$ cat src/rtl/refill_pkg.sv
// Shared types and default sizing for the cache-miss refill line buffer.
package refill_pkg;

  localparam int unsigned LINE_BYTES = 32;
  localparam int unsigned ADDR_W     = 32;
  localparam int unsigned OFFSET_W   = $clog2(LINE_BYTES);

  typedef enum logic [1:0] {
    IDLE  = 2'd0,
    REQ   = 2'd1,
    FILL  = 2'd2,
    WRITE = 2'd3
  } state_e;

endpackage

$ cat src/rtl/refill_byte_decoder.sv
// Byte counter to one-hot lane select; enable low forces all lanes off.
module refill_byte_decoder #(
  parameter int unsigned N = 32,
  parameter int unsigned W = 5
) (
  input  logic [W-1:0] idx_i,
  input  logic         en_i,
  output logic [N-1:0] sel_o
);

  always_comb begin
    sel_o = '0;
    if (en_i) begin
      sel_o = N'(1) << idx_i;
    end
  end

endmodule

$ cat src/rtl/refill_line_buffer.sv
// Cache-miss refill: requests a line, assembles a byte stream into it and
// writes it to the data array with a one-cycle strobe while stalling the pipe.
module refill_line_buffer #(
  parameter int unsigned LINE_BYTES = refill_pkg::LINE_BYTES,
  parameter int unsigned ADDR_W     = refill_pkg::ADDR_W
) (
  input  logic                    clk,
  input  logic                    reset,
  input  logic                    miss,
  input  logic [ADDR_W-1:0]       missAddr,
  output logic                    memReq,
  output logic [ADDR_W-1:0]       memAddr,
  input  logic                    memValid,
  input  logic [7:0]              memData,
  output logic [LINE_BYTES-1:0]   byteSel,
  output logic                    lineWrite,
  output logic [ADDR_W-1:0]       lineAddr,
  output logic [8*LINE_BYTES-1:0] lineData,
  output logic                    stall
);

  import refill_pkg::*;

  localparam int unsigned OFF_W  = $clog2(LINE_BYTES);
  localparam int unsigned LINE_W = 8 * LINE_BYTES;
  localparam logic [OFF_W-1:0]  LAST_IDX    = OFF_W'(LINE_BYTES - 1);
  localparam logic [ADDR_W-1:0] ALIGN_MASK  = ~ADDR_W'(LINE_BYTES - 1);

  state_e              state_q, state_d;
  logic [OFF_W-1:0]    cnt_q, cnt_d;
  logic [ADDR_W-1:0]   addr_q, addr_d;
  logic [LINE_W-1:0]   line_q, line_d;
  logic [LINE_BYTES-1:0] sel_q, sel_d;
  logic                req_q, wr_q, stall_q;

  // Next-state, counter, address latch and lane write.
  always_comb begin
    state_d = state_q;
    cnt_d   = cnt_q;
    addr_d  = addr_q;
    line_d  = line_q;
    case (state_q)
      IDLE: begin
        if (miss) begin
          addr_d  = missAddr & ALIGN_MASK;
          cnt_d   = '0;
          state_d = REQ;
        end
      end
      REQ: state_d = FILL;
      FILL: begin
        if (memValid) begin
          line_d[{cnt_q, 3'b000} +: 8] = memData;
          if (cnt_q == LAST_IDX) begin
            state_d = WRITE;
          end else begin
            cnt_d = cnt_q + OFF_W'(1);
          end
        end
      end
      WRITE:   state_d = IDLE;
      default: state_d = IDLE;
    endcase
  end

  // Lane select is decoded from next state so it registers alongside it.
  refill_byte_decoder #(
    .N (LINE_BYTES),
    .W (OFF_W)
  ) u_byte_decoder (
    .idx_i (cnt_d),
    .en_i  (state_d == FILL),
    .sel_o (sel_d)
  );

  always_ff @(posedge clk) begin
    if (reset) begin
      state_q <= IDLE;
      cnt_q   <= '0;
      addr_q  <= '0;
      line_q  <= '0;
      sel_q   <= '0;
      req_q   <= 1'b0;
      wr_q    <= 1'b0;
      stall_q <= 1'b0;
    end else begin
      state_q <= state_d;
      cnt_q   <= cnt_d;
      addr_q  <= addr_d;
      line_q  <= line_d;
      sel_q   <= sel_d;
      req_q   <= (state_d == REQ);
      wr_q    <= (state_d == WRITE);
      stall_q <= (state_d != IDLE);
    end
  end

  assign memReq    = req_q;
  assign memAddr   = addr_q;
  assign lineAddr  = addr_q;
  assign lineWrite = wr_q;
  assign lineData  = line_q;
  assign byteSel   = sel_q;
  assign stall     = stall_q;

endmodule
$ cat config.mk
export PLATFORM = sky130hd
export DESIGN_NAME = refill_line_buffer
export DESIGN_NICKNAME = d
export VERILOG_FILES = /design/src/rtl/refill_pkg.sv /design/src/rtl/refill_byte_decoder.sv /design/src/rtl/refill_line_buffer.sv
export SDC_FILE = /design/constraint.sdc
export NUM_CORES = 1
export LEC_CHECK = 0
export CELL_PAD_IN_SITES_DETAIL_PLACEMENT = 1
export CELL_PAD_IN_SITES_GLOBAL_PLACEMENT = 1
export CORE_ASPECT_RATIO = 1.2
export CORE_MARGIN = 8
export CORE_UTILIZATION = 32
export DETAILED_ROUTE_END_ITERATION = 8
export PLACE_DENSITY = 0.83
export SYNTH_ARGS = -nofsm -noshare
export SYNTH_HDL_FRONTEND = slang
export SYNTH_SLANG_ARGS = --single-unit
$ cat constraint.sdc
create_clock -name clk -period 2.45 [get_ports clk]
set_clock_uncertainty 0.15 [all_clocks]
set_input_delay 0.6125 -clock clk [delete_from_list [all_inputs] [get_ports clk]]
set_output_delay 0.6125 -clock clk [all_outputs]
set_load 0.03 [all_outputs]
==> results of run 1 <==
-- stage by stage --
| step | setup TNS, ns | worst slack, ns | hold slack (ns) | instances | utilization, % |
|---|---|---|---|---|---|
| floorplan | 0 | 0.00210 | 0.418 | 1324 | - |
| global placement | -17.14 | -0.181 | 0.305 | 2231 | 44.6 |
| CTS | 0 | 0.00772 | 0.269 | 2299 | 47.6 |
| detailed placement | -28.19 | -0.292 | 0.312 | 2231 | 44.6 |
| finish | 0 | 0.0506 | 0.297 | 2299 | 47.6 |
| global route | 0 | 0.00465 | 0.285 | 2299 | 47.6 |
-- layer usage --
metal  wire length, um  vias to the layer above
met5                 0                        -
li1                  -                     5142
met1             19000                     5354
met2             24800                      325
met3              3360                       83
met4              1820                        0
-- cell usage in the layout (no fill, tap or decap), types with 3 or more instances in the layout --
cell,synthesis,layout
nand3_1,16,16
clkdlybuf4s50_1,0,379
clkbuf_16,0,37
and3_1,3,3
nor2_2,7,7
nand3_4,3,3
nor3_1,3,3
o21ai_0,59,56
dfxtp_1,325,324
clkbuf_8,0,10
nand3b_1,5,5
ha_1,7,6
nand4_1,5,5
inv_1,7,7
buf_4,41,64
clkinv_2,0,7
clkinvlp_4,0,3
nand2b_1,202,201
nand2_1,134,134
buf_12,0,28
nor2b_1,27,27
clkbuf_1,51,5
nor2_1,87,87
conb_1,1,10
nor2_4,16,16
o21a_1,3,3
dlygate4sd2_1,0,3
o21ai_1,0,3
mux2i_1,228,228
a21oi_1,40,40
-- worst paths after layout --
kind / startpoint / to / slack, ns / cells after the start
setup / recovery: lineData[29] / lineData[29] / 0.05 / 1
hold / removal: reset / cnt_q[4] / 0.30 / 2
setup reg to reg: cnt_q[1] / lineData[37] / 0.14 / 8
hold reg to reg: lineAddr[30] / lineAddr[30] / 0.32 / 2
-- report_power, final --
group	switching, mW	internal, mW	leakage (nW)
clock	2.21	3.30	0.599
combinational	0.681	0.424	3.40
sequential	0.0494	5.35	2.62
-- area by class of cell --
cell class / instances / area (um2)
Timing Repair Buffer: 475 / 4870
Inverter: 7 / 26.3
Tap cell: 539 / 674
Clock buffer: 52 / 1080
Fill cell: 4436 / 21200
Multi-Input combinational cell: 887 / 5970
Clock inverter: 14 / 135
Sequential cell: 325 / 6510
-- timing repair --
action | CTS | global route
setup endpoints to repair | 63 | 203
setup buffers | 2 | 0
endpoints found under the hold margin | 0 | 0
resized for setup | 4 | 7
-- kinds of logic (layout without fill, tap and decap cells) --
kind of cell    count (synthesis)  count (layout)  synth area share [%]
xor+xnor                        2               2                 0.192
compound gates                120             120                  5.28
buf+inv                       112             548                  4.58
mux                           229             229                  17.6
fa+ha+maj                       7               7                 0.673
other cells                     1              10                0.0288
simple gates                  519             519                  21.7
flops                         325             325                  50.0
-- registers in the layout, indices dropped and copies added, names as in the netlist --
name       cells
lineWrite      1
lineAddr      27
lineData     256
byteSel       32
stall          1
memReq         1
cnt_q          5
state_q        2
==> results by group, run 1 <==
Yosys
  – Post-synth EDFFs: 0
  – Top-count cell post-synth: dfxtp_1
  – Synth cell count leaders: 325 x dfxtp_1, 228 x mux2i_1, 202 x nand2b_1
  – Count of cell types in the netlist: 50
  – Synth area leader: dfxtp_1
  – Top_reg_cell synth: dfxtp_1
  – Register area share after synthesis: 50.0%
  – Yosys Warn Count: 0
  – Async set-or-reset flop fraction in the synthesized netlist: 0%
  – Synth area leaders: dfxtp_1 50%, mux2i_1 18%, nand2b_1 9.7%
  – Post-synthesis sequential element count: 325
  – Post-Syn Area: 13000 um2
  – Synth top area share: 50.0%
  – Average cell area after synthesis: 9.90 um2
  – Synth Instances: 1315

Clocking
  – TritonCTS Buffers: 36
  – H-tree levels: 2
  – Hold-fix buffers, CTS: 0
  – Clock Tree Buf Depth: 3
  – CTS sink count: 325
  – CTS tree: yes
  – Worst-path clk slew: 0.06 ns
  – CTS root buf: clkbuf_16
  – Clock Latency Late Sink: 0.51 ns

Setup path
  – CP bufs+invs: 1
  – Worst-path cell chain: clkdlybuf4s50_1
  – Max stage delay on crit path: 0.77 ns
  – CP required: 1.69 ns
  – CP startpoint kind: flop
  – CP Capture Type: primary output
  – CP top delay family: buffers and inverters
  – Worst Path Max Fanout: 2
  – Worst path slowest cell: clkdlybuf4s50_1
  – Critical path type: reg -> out
  – CP Data Arrival Time: 1.64 ns

Timing
  – Final worst path period need: 2.40 ns
  – Fin. Hold Viols: 0
  – Final setup fails: 0
  – Fmax achieved: 0.417 GHz
  – Fin crit share: 97.9%
  – Slew at the pin closest to its max-slew limit: 0.742 ns
  – Slew margin rel.: 50.5%
  – Final slew viol count: 0
  – RSZ-0062 raised after global routing: false

Floorplan
  – Die width: 200 um
  – Core Area: 40400 um2
  – Die height: 237 um
  – # rows: 81
  – Initial core utilization: 32.2%
  – Number of I/O pins: 399
  – Die Area: 47400 um2

Drt
  – Average wire per standard cell: 21.3 um
  – Antenna viol nets, final: 0
  – Total wire length: 49.0 mm
  – Vias after detailed routing: 10900
  – Via density per instance: 4.74
  – Drt pass-1 iters: 4
  – DRC errors left: 0
  – Initial DRC count: 354

Place
  – Placed cell areas: 18000 um2
  – Input/output buffers: 383
  – Hpwl dp: 35.9 mm
  – GPL Wtd Cong: 0.841

GRT
  – First-pass GRT wire length: 74.9 mm
  – Routing usage on met2: 36.2%
  – GRT met1 Usage: 21.5%
  – Vias in the first global route: 12100
  – Most used routing layer: met2
  – Total grt overflow: 0
  – Initial antenna violation count: 0
  – Largest net degree at the start of global routing: 136
  – Total track usage: 19.9%
  – GR Layer Usage met3: 5.65%

Pwr
  – Power per cell area: 623 nW/um2
  – Pwr Total: 12.0 mW
  – Static Leakage: 6.62 nW
  – Worst VDD drop: 443 uV

Finish
  – Final Cell Area: 19300 um2
  – Layout cells sized above 1: 11.0%
  – Area growth syn-to-layout: 48.0%
  – Fin nets: 1783
  – Diode count: 0

Run status
  – Status: finished, final reports clean

Job
  – Max_cap viols: 0

Min path
  – Hold Crit Class: in -> reg
Power figures use the tool's default switching activity.
==> run 2, diff against run 1 <==
--- a/config.mk
+++ b/config.mk
@@ -8,10 +8,10 @@
 export CELL_PAD_IN_SITES_DETAIL_PLACEMENT = 1
 export CELL_PAD_IN_SITES_GLOBAL_PLACEMENT = 1
 export CORE_ASPECT_RATIO = 1.2
-export CORE_MARGIN = 8
-export CORE_UTILIZATION = 32
+export CORE_MARGIN = 10
+export CORE_UTILIZATION = 38
 export DETAILED_ROUTE_END_ITERATION = 8
-export PLACE_DENSITY = 0.83
+export PLACE_DENSITY = 0.91
 export SYNTH_ARGS = -nofsm -noshare
 export SYNTH_HDL_FRONTEND = slang
 export SYNTH_SLANG_ARGS = --single-unit
==> constraint.sdc (replaced) <==
create_clock -name clk -period 2.91 [get_ports clk]
set_clock_uncertainty 0.15 [all_clocks]
set_input_delay 0.7275 -clock clk [delete_from_list [all_inputs] [get_ports clk]]
set_output_delay 0.7275 -clock clk [all_outputs]
set_load 0.03 [all_outputs]
==> run 2 against run 1 <==
Compared with the run above: die area shrank 11%; worst hold slack gained 0.026 ns; first-iteration DRC count grew 55%; worst setup slack gained 0.066 ns; routed wire length grew 2.1%; combinational power shrank 19%; design area shrank 4.0%; highest routed layer unchanged.
==> results by group, run 2 (synthesis gave the netlist of run 1 again) <==
Run status
  – Status: finished, final reports clean

Drt
  – Via density per instance: 5.01 (+5.6%)
  – Vias after detailed routing: 10900 (-0.39%)
  – Drt pass-1 iters: 4 (unchanged)
  – Antenna viol nets, final: 0 (unchanged)
  – DRC errors left: 0 (unchanged)
  – Total wire length: 50.0 mm (+2.1%)
  – Initial DRC count: 550 (+55%)
  – Average wire per standard cell: 23.1 um (+8.3%)

Setup path
  – CP startpoint kind: flop
  – FF-to-FF setup slack: 0.12 ns (-0.02 ns)
  – Critical path type: reg -> reg
  – Crit Reg-Reg Endpoint: lineData[211]
  – FF-to-FF Start: cnt_q[0]
  – Worst Path Max Fanout: 12 (+10)
  – Worst r2r path cells: 7 (-1)
  – CP Data Arrival Time: 3.08 ns (+1.44 ns)
  – CP required: 3.19 ns (+1.50 ns)
  – CP Capture Type: flop

Clocking
  – Clock Tree Buf Depth: 3 (unchanged)
  – H-tree levels: 2 (unchanged)
  – Clock Latency Late Sink: 0.52 ns (about the same)
  – Hold-fix buffers, CTS: 0 (unchanged)
  – CTS tree: yes
  – CTS sink count: 325 (unchanged)
  – CTS root buf: clkbuf_16
  – Worst-path clk slew: 0.06 ns (about the same)
  – TritonCTS Buffers: 35 (-2.8%)

GRT
  – Vias in the first global route: 12200 (+0.58%)
  – Total grt overflow: 0 (unchanged)
  – Initial antenna violation count: 0 (unchanged)
  – First-pass GRT wire length: 75.4 mm (+0.69%)
  – Largest net degree at the start of global routing: 156 (+15%)
  – Total track usage: 22.9% (+3.0 points)

Floorplan
  – Die Area: 42100 um2 (-11%)
  – Initial core utilization: 38.3% (+6.1 points)
  – Die width: 189 um (-5.6%)
  – Number of I/O pins: 399 (unchanged)
  – Core Area: 34000 um2 (-16%)
  – # rows: 74 (-8.6%)
  – Die height: 223 um (-6.0%)

Finish
  – Layout cells sized above 1: 7.94% (-3.0 points)
  – Diode count: 0 (unchanged)
  – Commonest non-fill, non-tap cells in the layout: 382 x clkdlybuf4s50_1, 325 x dfxtp_1, 228 x mux2i_1
  – Area growth syn-to-layout: 42.0%
  – Commonest non-fill, non-tap cell in the layout: clkdlybuf4s50_1
  – Final core utilization: 54.4% (+6.8 points)
  – Fin cells: 2168 (-5.7%)
  – Max reg flops: 256 (unchanged)
  – Fin nets: 1739 (-2.5%)

Pwr
  – Switch share: 24.5% (+0.044 points)
  – P_int: 7.45 mW (-18%)
  – Worst VDD drop: 643 uV (+45%)
  – Static Leakage: 6.29 nW (-5.0%)
  – Power share of the sequential group: 46.1% (+1.1 points)
  – Clk pwr share: 44.8% (-1.0 points)
  – Switching Power: 2.42 mW (-18%)
  – Comb pwr share: 9.1% (about the same)
  – Power per cell area: 534 nW/um2 (-14%)

Timing
  – Final setup fails: 0 (unchanged)
  – Slew margin rel.: 41.0% (-9.5 points)
  – Final worst path period need: 2.79 ns
  – Fin crit share: 96.0%
  – Slew at the pin closest to its max-slew limit: 0.885 ns (+0.143 ns)
  – Fmax achieved: 0.358 GHz
  – Fin. Hold Viols: 0 (unchanged)
  – RSZ-0062 raised after global routing: true
  – Final slew viol count: 0 (unchanged)

Place
  – Placed insts: 2106 (-5.6%)
  – Input/output buffers: 383 (unchanged)
  – GPL Wtd Cong: 0.811 (-3.6%)
  – Hpwl dp: 36.3 mm (+1.0%)

Min path
  – Min-Delay Endpoint: lineData[87]
  – Hold depth: 2 (unchanged)
  – Hold Crit Class: reg -> reg
  – Hold_sp: lineData[87]

Job
  – Max_cap viols: 0 (unchanged)
run 2: how the worst max path moves through the flow:
stage / slack (ns) / to / from
floorplan: 0.40 / lineData[160] / cnt_q[0]
global placement: 0.13 / lineData[102] / memValid
detailed placement: 0.05 / lineData[97] / memValid
CTS: 0.13 / lineData[145] / cnt_q[0]
global route: -0.07 / lineData[76] / cnt_q[0]
finish: 0.12 / lineData[211] / cnt_q[0]
run 2: per-layer routing:
| layer | part of all wire, % | routed length (um) | global-route usage (%) |
|---|---|---|---|
| met5 | 0 | 0 | 0 |
| met2 | 51 | 25400 | 40.8 |
| met3 | 8.3 | 4150 | 7.83 |
| met4 | 4.8 | 2390 | 11.2 |
| met1 | 36 | 18100 | 23.3 |
run 2: final cells by class:
class / count / area (um2)
Clock inverter: 6 / 61.3
Fill cell: 3740 / 15500
Multi-Input combinational cell: 887 / 5950
Tap cell: 456 / 571
Inverter: 7 / 26.3
Sequential cell: 325 / 6510
Timing Repair Buffer: 432 / 4300
Clock buffer: 55 / 1070
run 2: timing repair:
| action | 4_1_cts | 5_1_grt |
|---|---|---|
| gates resized for setup | 0 | 1 |
| setup buffers | 0 | 1 |
| endpoints found under the setup margin | 0 | 15 |
run 2: power groups by stage:
stage	Sequential (mW)	Clock (mW)	Combinational, mW
floorplan	4.73	0	0.473
global placement	4.64	0	0.871
detailed placement	4.65	0	0.897
CTS	4.55	4.51	0.902
global route	4.55	4.68	0.954
finish	4.55	4.43	0.895
run 2: critical path, cell delays in order, from the launching register on:
cell and delay (ns):
dfxtp_1 0.31, inv_1 0.13, ha_1 0.44, nor3b_2 0.39, xor2_2 0.37, nand3_4 0.23
nor2_4 0.39, mux2i_1 0.28
run 2: per-stage QoR:
step	total power [mW]	hold slack (ns)	cell area [um2]	TNS (ns)	worst slack, ns
detailed placement	5.54	0.313	17300	0	0.0475
finish	9.87	0.323	18500	0	0.117
floorplan	5.21	0.418	13100	0	0.397
CTS	9.96	0.327	18500	0	0.133
global placement	5.51	0.303	17300	0	0.131
global route	10.2	0.345	18500	-0.340	-0.0678
